--- src/rtl/pipeline_pkg.sv ---
// -----------------------------------------------------------------------------
// pipeline_pkg
//   Shared definitions for the 5-stage MIPS pipeline hazard/forwarding logic.
//   - ADDR_W               : default register address width
//   - FWD_NONE/MEM/WB      : 2-bit EX operand-mux selects
//                            (regfile / EX-MEM result / MEM-WB result)
//   - STALL_CNT_W          : width of the load-use stall down-counter
//                            (enough for LOAD_STALL up to 7)
//   - hz_state_t           : hazard controller FSM states
// -----------------------------------------------------------------------------
package pipeline_pkg;

  localparam int ADDR_W = 5;

  localparam logic [1:0] FWD_NONE = 2'b00;  // operand from register file
  localparam logic [1:0] FWD_MEM  = 2'b01;  // operand from EX/MEM (EX producer)
  localparam logic [1:0] FWD_WB   = 2'b10;  // operand from MEM/WB (MEM producer)

  localparam int STALL_CNT_W = 3;

  typedef enum logic {
    IDLE  = 1'b0,
    STALL = 1'b1
  } hz_state_t;

endpackage : pipeline_pkg

--- src/rtl/hazard_forward_unit_fwd_select.sv ---
// -----------------------------------------------------------------------------
// fwd_select
//   Forwarding-source selection for one ID source operand. Purely
//   combinational.
//
// Ports
//   src_adr_i       in  ADDR_W  source register address of the ID instruction
//   src_used_i      in  1       ID instruction actually reads this operand
//   ex_wadr_i       in  ADDR_W  destination register of the EX instruction
//   ex_regwrite_i   in  1       EX instruction writes the register file
//   mem_wadr_i      in  ADDR_W  destination register of the MEM instruction
//   mem_regwrite_i  in  1       MEM instruction writes the register file
//   sel_o           out 2       FWD_MEM / FWD_WB / FWD_NONE
//   m_ex_o          out 1       operand depends on the EX instruction
// -----------------------------------------------------------------------------
module fwd_select #(
  parameter int ADDR_W = 5
) (
  input  logic [ADDR_W-1:0] src_adr_i,
  input  logic              src_used_i,
  input  logic [ADDR_W-1:0] ex_wadr_i,
  input  logic              ex_regwrite_i,
  input  logic [ADDR_W-1:0] mem_wadr_i,
  input  logic              mem_regwrite_i,
  output logic [1:0]        sel_o,
  output logic              m_ex_o
);
  import pipeline_pkg::*;

  logic src_live;
  logic m_mem;

  // $0 is hard-wired zero, so a write to it can never create a dependency.
  assign src_live = src_used_i && (src_adr_i != '0);

  assign m_ex_o = src_live && ex_regwrite_i  && (ex_wadr_i  == src_adr_i);
  assign m_mem  = src_live && mem_regwrite_i && (mem_wadr_i == src_adr_i);

  // The EX producer is younger than the MEM producer, so its value wins.
  assign sel_o = m_ex_o ? FWD_MEM :
                 m_mem  ? FWD_WB  : FWD_NONE;

endmodule : fwd_select

--- src/rtl/hazard_forward_unit.sv ---
// -----------------------------------------------------------------------------
// hazard_forward_unit
//   Hazard and forwarding controller between ID and EX of the 5-stage MIPS
//   pipeline with BTB. Detects RAW hazards on both ID source operands,
//   registers forward-mux selects into ID/EX, inserts LOAD_STALL-cycle
//   load-use stalls and turns BTB mispredict redirects into a flush.
//
// Parameters
//   ADDR_W      register address width
//   LOAD_STALL  load-use stall length in cycles (1..7)
//   CNT_W       statistics counter width (only with HAZARD_STATS_EN)
//
// Ports
//   CLK           in   1       pipeline clock, rising edge
//   CLR           in   1       synchronous active-high reset
//   ID_R1Adr      in   ADDR_W  rs of the ID instruction
//   ID_R2Adr      in   ADDR_W  rt of the ID instruction
//   ID_R1Used     in   1       ID instruction reads rs
//   ID_R2Used     in   1       ID instruction reads rt
//   EX_WAdr       in   ADDR_W  destination of the EX instruction
//   EX_RegWrite   in   1       EX instruction writes the register file
//   EX_MemRead    in   1       EX instruction is a load
//   MEM_WAdr      in   ADDR_W  destination of the MEM instruction
//   MEM_RegWrite  in   1       MEM instruction writes the register file
//   Redirect      in   1       EX branch outcome disagrees with the BTB
//   Stall_PC_ID   out  1       hold PC and IF/ID
//   Bubble_ID_EX  out  1       load a NOP into ID/EX
//   Flush_IF_ID   out  1       clear IF/ID
//   R1_Fwd        out  2       registered EX select for rs
//   R2_Fwd        out  2       registered EX select for rt
//   Stall_Cnt     out  CNT_W   saturating stall-cycle count (HAZARD_STATS_EN)
//   Flush_Cnt     out  CNT_W   saturating redirect count    (HAZARD_STATS_EN)
//
// Configuration
//   HAZARD_STATS_EN : when defined, adds CNT_W and the Stall_Cnt/Flush_Cnt
//                     statistics counters; when undefined they do not exist.
// -----------------------------------------------------------------------------
module hazard_forward_unit #(
  parameter int ADDR_W     = pipeline_pkg::ADDR_W,
  parameter int LOAD_STALL = 1
`ifdef HAZARD_STATS_EN
  ,
  parameter int CNT_W      = 32
`endif
) (
  input  logic              CLK,
  input  logic              CLR,
  input  logic [ADDR_W-1:0] ID_R1Adr,
  input  logic [ADDR_W-1:0] ID_R2Adr,
  input  logic              ID_R1Used,
  input  logic              ID_R2Used,
  input  logic [ADDR_W-1:0] EX_WAdr,
  input  logic              EX_RegWrite,
  input  logic              EX_MemRead,
  input  logic [ADDR_W-1:0] MEM_WAdr,
  input  logic              MEM_RegWrite,
  input  logic              Redirect,
  output logic              Stall_PC_ID,
  output logic              Bubble_ID_EX,
  output logic              Flush_IF_ID,
  output logic [1:0]        R1_Fwd,
  output logic [1:0]        R2_Fwd
`ifdef HAZARD_STATS_EN
  ,
  output logic [CNT_W-1:0]  Stall_Cnt,
  output logic [CNT_W-1:0]  Flush_Cnt
`endif
);
  import pipeline_pkg::*;

  localparam logic [STALL_CNT_W-1:0] LOAD_CNT = STALL_CNT_W'(LOAD_STALL - 1);

  // ---------------------------------------------------------------------------
  // Per-operand hazard detection
  // ---------------------------------------------------------------------------
  logic [1:0] sel_1, sel_2;
  logic       m_ex_1, m_ex_2;

  fwd_select #(.ADDR_W(ADDR_W)) u_fwd_r1 (
    .src_adr_i      (ID_R1Adr),
    .src_used_i     (ID_R1Used),
    .ex_wadr_i      (EX_WAdr),
    .ex_regwrite_i  (EX_RegWrite),
    .mem_wadr_i     (MEM_WAdr),
    .mem_regwrite_i (MEM_RegWrite),
    .sel_o          (sel_1),
    .m_ex_o         (m_ex_1)
  );

  fwd_select #(.ADDR_W(ADDR_W)) u_fwd_r2 (
    .src_adr_i      (ID_R2Adr),
    .src_used_i     (ID_R2Used),
    .ex_wadr_i      (EX_WAdr),
    .ex_regwrite_i  (EX_RegWrite),
    .mem_wadr_i     (MEM_WAdr),
    .mem_regwrite_i (MEM_RegWrite),
    .sel_o          (sel_2),
    .m_ex_o         (m_ex_2)
  );

  logic load_use;
  assign load_use = EX_MemRead && (m_ex_1 || m_ex_2);

  // ---------------------------------------------------------------------------
  // Load-use stall FSM
  // ---------------------------------------------------------------------------
  hz_state_t                state_q, state_d;
  logic [STALL_CNT_W-1:0]   cnt_q,   cnt_d;
  logic [1:0]               r1_fwd_q, r2_fwd_q;
  logic                     stall_active;

  // The load-use cycle itself is the first stall cycle, so STALL only has to
  // cover the remaining LOAD_STALL-1 cycles: it holds the pipeline while cnt
  // is non-zero, and its cnt==0 cycle is the exit cycle that no longer stalls.
  assign stall_active = (state_q == STALL) && (cnt_q != '0);

  // NOTE: every signal assigned in an always_comb gets a default first, so
  // no path through the block leaves it unassigned and infers a latch.
  always_comb begin
    Stall_PC_ID  = 1'b0;
    Bubble_ID_EX = 1'b0;
    Flush_IF_ID  = 1'b0;
    if (!CLR) begin
      Stall_PC_ID  = !Redirect && (load_use || stall_active);
      Bubble_ID_EX = Stall_PC_ID || Redirect;
      Flush_IF_ID  = Redirect;
    end
  end

  always_comb begin
    state_d = state_q;
    cnt_d   = cnt_q;
    if (Redirect) begin
      // A mispredict squashes the stalled instruction, so the stall is moot.
      state_d = IDLE;
      cnt_d   = '0;
    end else if (stall_active) begin
      cnt_d   = cnt_q - STALL_CNT_W'(1);
    end else if (load_use) begin
      state_d = STALL;
      cnt_d   = LOAD_CNT;
    end else begin
      state_d = IDLE;
      cnt_d   = '0;
    end
  end

  // NOTE: sequential state is written with non-blocking assignments so every
  // register samples the pre-edge values, independent of statement order.
  always_ff @(posedge CLK) begin
    if (CLR) begin
      state_q  <= IDLE;
      cnt_q    <= '0;
      r1_fwd_q <= FWD_NONE;
      r2_fwd_q <= FWD_NONE;
    end else begin
      state_q  <= state_d;
      cnt_q    <= cnt_d;
      // A bubble entering EX must never forward anything.
      r1_fwd_q <= Bubble_ID_EX ? FWD_NONE : sel_1;
      r2_fwd_q <= Bubble_ID_EX ? FWD_NONE : sel_2;
    end
  end

  assign R1_Fwd = r1_fwd_q;
  assign R2_Fwd = r2_fwd_q;

  // ---------------------------------------------------------------------------
  // Optional statistics counters (saturating)
  // ---------------------------------------------------------------------------
`ifdef HAZARD_STATS_EN
  logic [CNT_W-1:0] stall_cnt_q, flush_cnt_q;

  always_ff @(posedge CLK) begin
    if (CLR) begin
      stall_cnt_q <= '0;
      flush_cnt_q <= '0;
    end else begin
      if (Stall_PC_ID && (stall_cnt_q != '1)) stall_cnt_q <= stall_cnt_q + CNT_W'(1);
      if (Redirect    && (flush_cnt_q != '1)) flush_cnt_q <= flush_cnt_q + CNT_W'(1);
    end
  end

  assign Stall_Cnt = stall_cnt_q;
  assign Flush_Cnt = flush_cnt_q;
`endif

endmodule : hazard_forward_unit
--- config.mk ---
export PLATFORM = sky130hd
export DESIGN_NAME = hazard_forward_unit
export DESIGN_NICKNAME = d
export VERILOG_FILES = /design/src/rtl/pipeline_pkg.sv /design/src/rtl/hazard_forward_unit_fwd_select.sv /design/src/rtl/hazard_forward_unit.sv
export SDC_FILE = /design/constraint.sdc
export NUM_CORES = 1
export LEC_CHECK = 0
export CORE_UTILIZATION = 39
export DETAILED_ROUTE_END_ITERATION = 12
export PLACE_DENSITY = 0.8
export SLEW_MARGIN = 20
export SYNTH_ARGS = -nofsm -noshare
export SYNTH_HDL_FRONTEND = slang
export SYNTH_SLANG_ARGS = --single-unit
--- constraint.sdc ---
create_clock -name CLK -period 3.34 [get_ports CLK]
set_clock_uncertainty 0.2 [all_clocks]
set_input_delay 0.334 -clock CLK [delete_from_list [all_inputs] [get_ports CLK]]
set_output_delay 0.334 -clock CLK [all_outputs]
set_load 0.02 [all_outputs]
==> metrics.yaml <==
status: "complete, no violations"
gp_congestion: 0.800
clock_sinks: 8
synth-xor-area-share_pct: 28.9
maxCapViolCount: 0
worst_pin_slew_ns: 0.359
synthMuxAreaShare_pct: 0
start_util_pct: 44.4
end_kind: "output pin"
critPathMaxFanout: 4
max_freq_mhz: 322
rsz0062_at_grt: "false"
ys_ff_latch: 8
finalSetupViolations: 0
antenna_found_initial: 0
synth.area.top_cells: "dfxtp_1, xor2_1, xnor2_1, a2111oi_2, ha_1"
worstHoldPathType: "reg2reg"
slew_viol_final: 0
dp.cells: 116
synth_fa_ha_area_share_pct: 4.12
area_growth_pct: 62.9
synth_common_cells: "xor2_1, dfxtp_1, xnor2_1, nor2_1, nor3_1"
final-instance-count-excl-fill: 119
synth_nets: 97
p_leak_nw: 0.351
cts_buffers: 3
cts.repair.resized: 0
dp_hpwl_um: 1330
yosysSeqAreaShare_pct: 26.4
synth_most_common_cell: "xor2_1"
final_hold_viol_count: 0
clkTransAtPathRegs_ns: 0.05
die-area_sq_um: 1720
start_kind: "input pin"
peakVddDrop_mv: 0.132
relSlewSlack_pct: 75.9
nets: 136
grt_max_degree: 7
grt_first_pass_wirelength_um: 2510
critPathKind: "in2out"
hold_buffers: 0
insertion_delay_ns: 0.25
drt-initial-drc-count: 11
avgSynthCellArea_sq_um: 9.06
fp.dieH_um: 41.4
synth-simple-area-share_pct: 26.6
io_buffer_count: 34
fill_cells: 105
ys.flop_type: "dfxtp_1"
power.total_w: 0.000247
final.setup.tns_ns: 0
required_ns: 2.81
synth.distinct_cells: 23
synthArstFlopShare_pct: 0
synth_edf_count: 0
grt_pass1_vias: 628
overflow: 0
totalWireLength_um: 1470
yosys.area.top_type: "dfxtp_1"
yosys_warnings: 0
h-tree-depth: 1
syn_inst: 67
syn_area_sq_um: 607
synth_top_area_share_pct: 26.4
period_share_pct: 93.0
vias_per_cell: 5.29
clockBufferDepth: 2
powerDensity_nw_per_um2: 250
antenna_cells: 0
cts_root_buffer: "clkbuf_4"
worstPathArrival_ns: 2.57
ios: 35
final_layout_size_suffix_gt1_share_pct: 8.65
core_area_sq_um: 1370
num_rows: 13
post_cts_buffers: 0
track_usage_pct: 18.8
synth_compound_area_share_pct: 12.2
cts_tree: "built"
wire_per_inst_um: 12.3
synth_top_family_by_area: "XOR/XNOR gates"
first_pass_iters: 4
ant_nets: 0
drc: 0
num_vias: 629
die_x_um: 41.4
min_period_ns: 3.11
==> report_power, final <==
part / total [W] / internal (W) / switching, W
Sequential: 0.0000957 / 0.0000957 / 0.0000000355
Clock: 0.0000727 / 0.0000410 / 0.0000317
Combinational: 0.0000787 / 0.0000469 / 0.0000318
==> sequential cells by signal, indices dropped and copies added, names as in the netlist <==
name / flops
R1_Fwd: 2
state_q: 1
cnt_q: 3
R2_Fwd: 2
==> path summary, 6_finish.rpt <==
path	start	end	slack (ns)	cells after the start
worst min-delay path	cnt_q[0]	cnt_q[0]	0.21	1
worst max-delay path	ID_R2Adr[1]	Bubble_ID_EX	0.23	6
worst max register to register	cnt_q[0]	R2_Fwd[1]	1.47	7
worst min register to register	cnt_q[0]	cnt_q[0]	0.21	1
==> per-stage QoR <==
step	util [%]	worst slack [ns]	cell area, sq um	hold slack, ns
floorplan	-	1.16	607	0.193
global placement	70.7	0.258	966	0.200
detailed placement	70.7	0.206	966	0.205
CTS	72.3	0.205	988	0.212
global route	72.3	0.0369	988	0.249
finish	72.3	0.234	988	0.210
==> cell type report <==
class	count	area, sq um	share of cell area (%)
clock buffer	3	22.5	2.28
inverter	3	11.3	1.14
timing repair buffer	34	340	34.4
multi-input combinational	56	435	44.1
sequential	8	160	16.2
tap	15	18.8	1.90
==> layer usage <==
layer	GRT usage, %	routed length [um]
met1	19.1	557
met2	36.9	774
met3	1.74	96
met4	9.68	38
met5	0	0
==> logic make-up (layout without fill, tap and decap cells) <==
| group | count (synthesis) | after routing |
|---|---|---|
| compound gates | 8 | 8 |
| buf+inv | 3 | 40 |
| xor+xnor | 20 | 20 |
| simple gates | 26 | 26 |
| fa+ha+maj | 2 | 2 |
| flops | 8 | 8 |
==> critical path, stage by stage <==
cell	delay (ns)
clkdlybuf4s50_1	0.50
xor2_1	0.19
nor4_1	0.39
nand4b_1	0.23
a311oi_1	0.30
clkdlybuf4s50_1	0.64
==> placed cells by master, fill, tap and decap left out, types with 3 or more instances in the layout <==
cell,synthesis,layout
xor2_1,14,14
nor2_1,5,5
inv_1,3,3
xnor2_1,6,6
clkdlybuf4s50_1,0,34
nor3_1,5,5
dfxtp_1,8,8
clkbuf_4,0,3
Note: power is estimated with default switching activity, not from simulation.
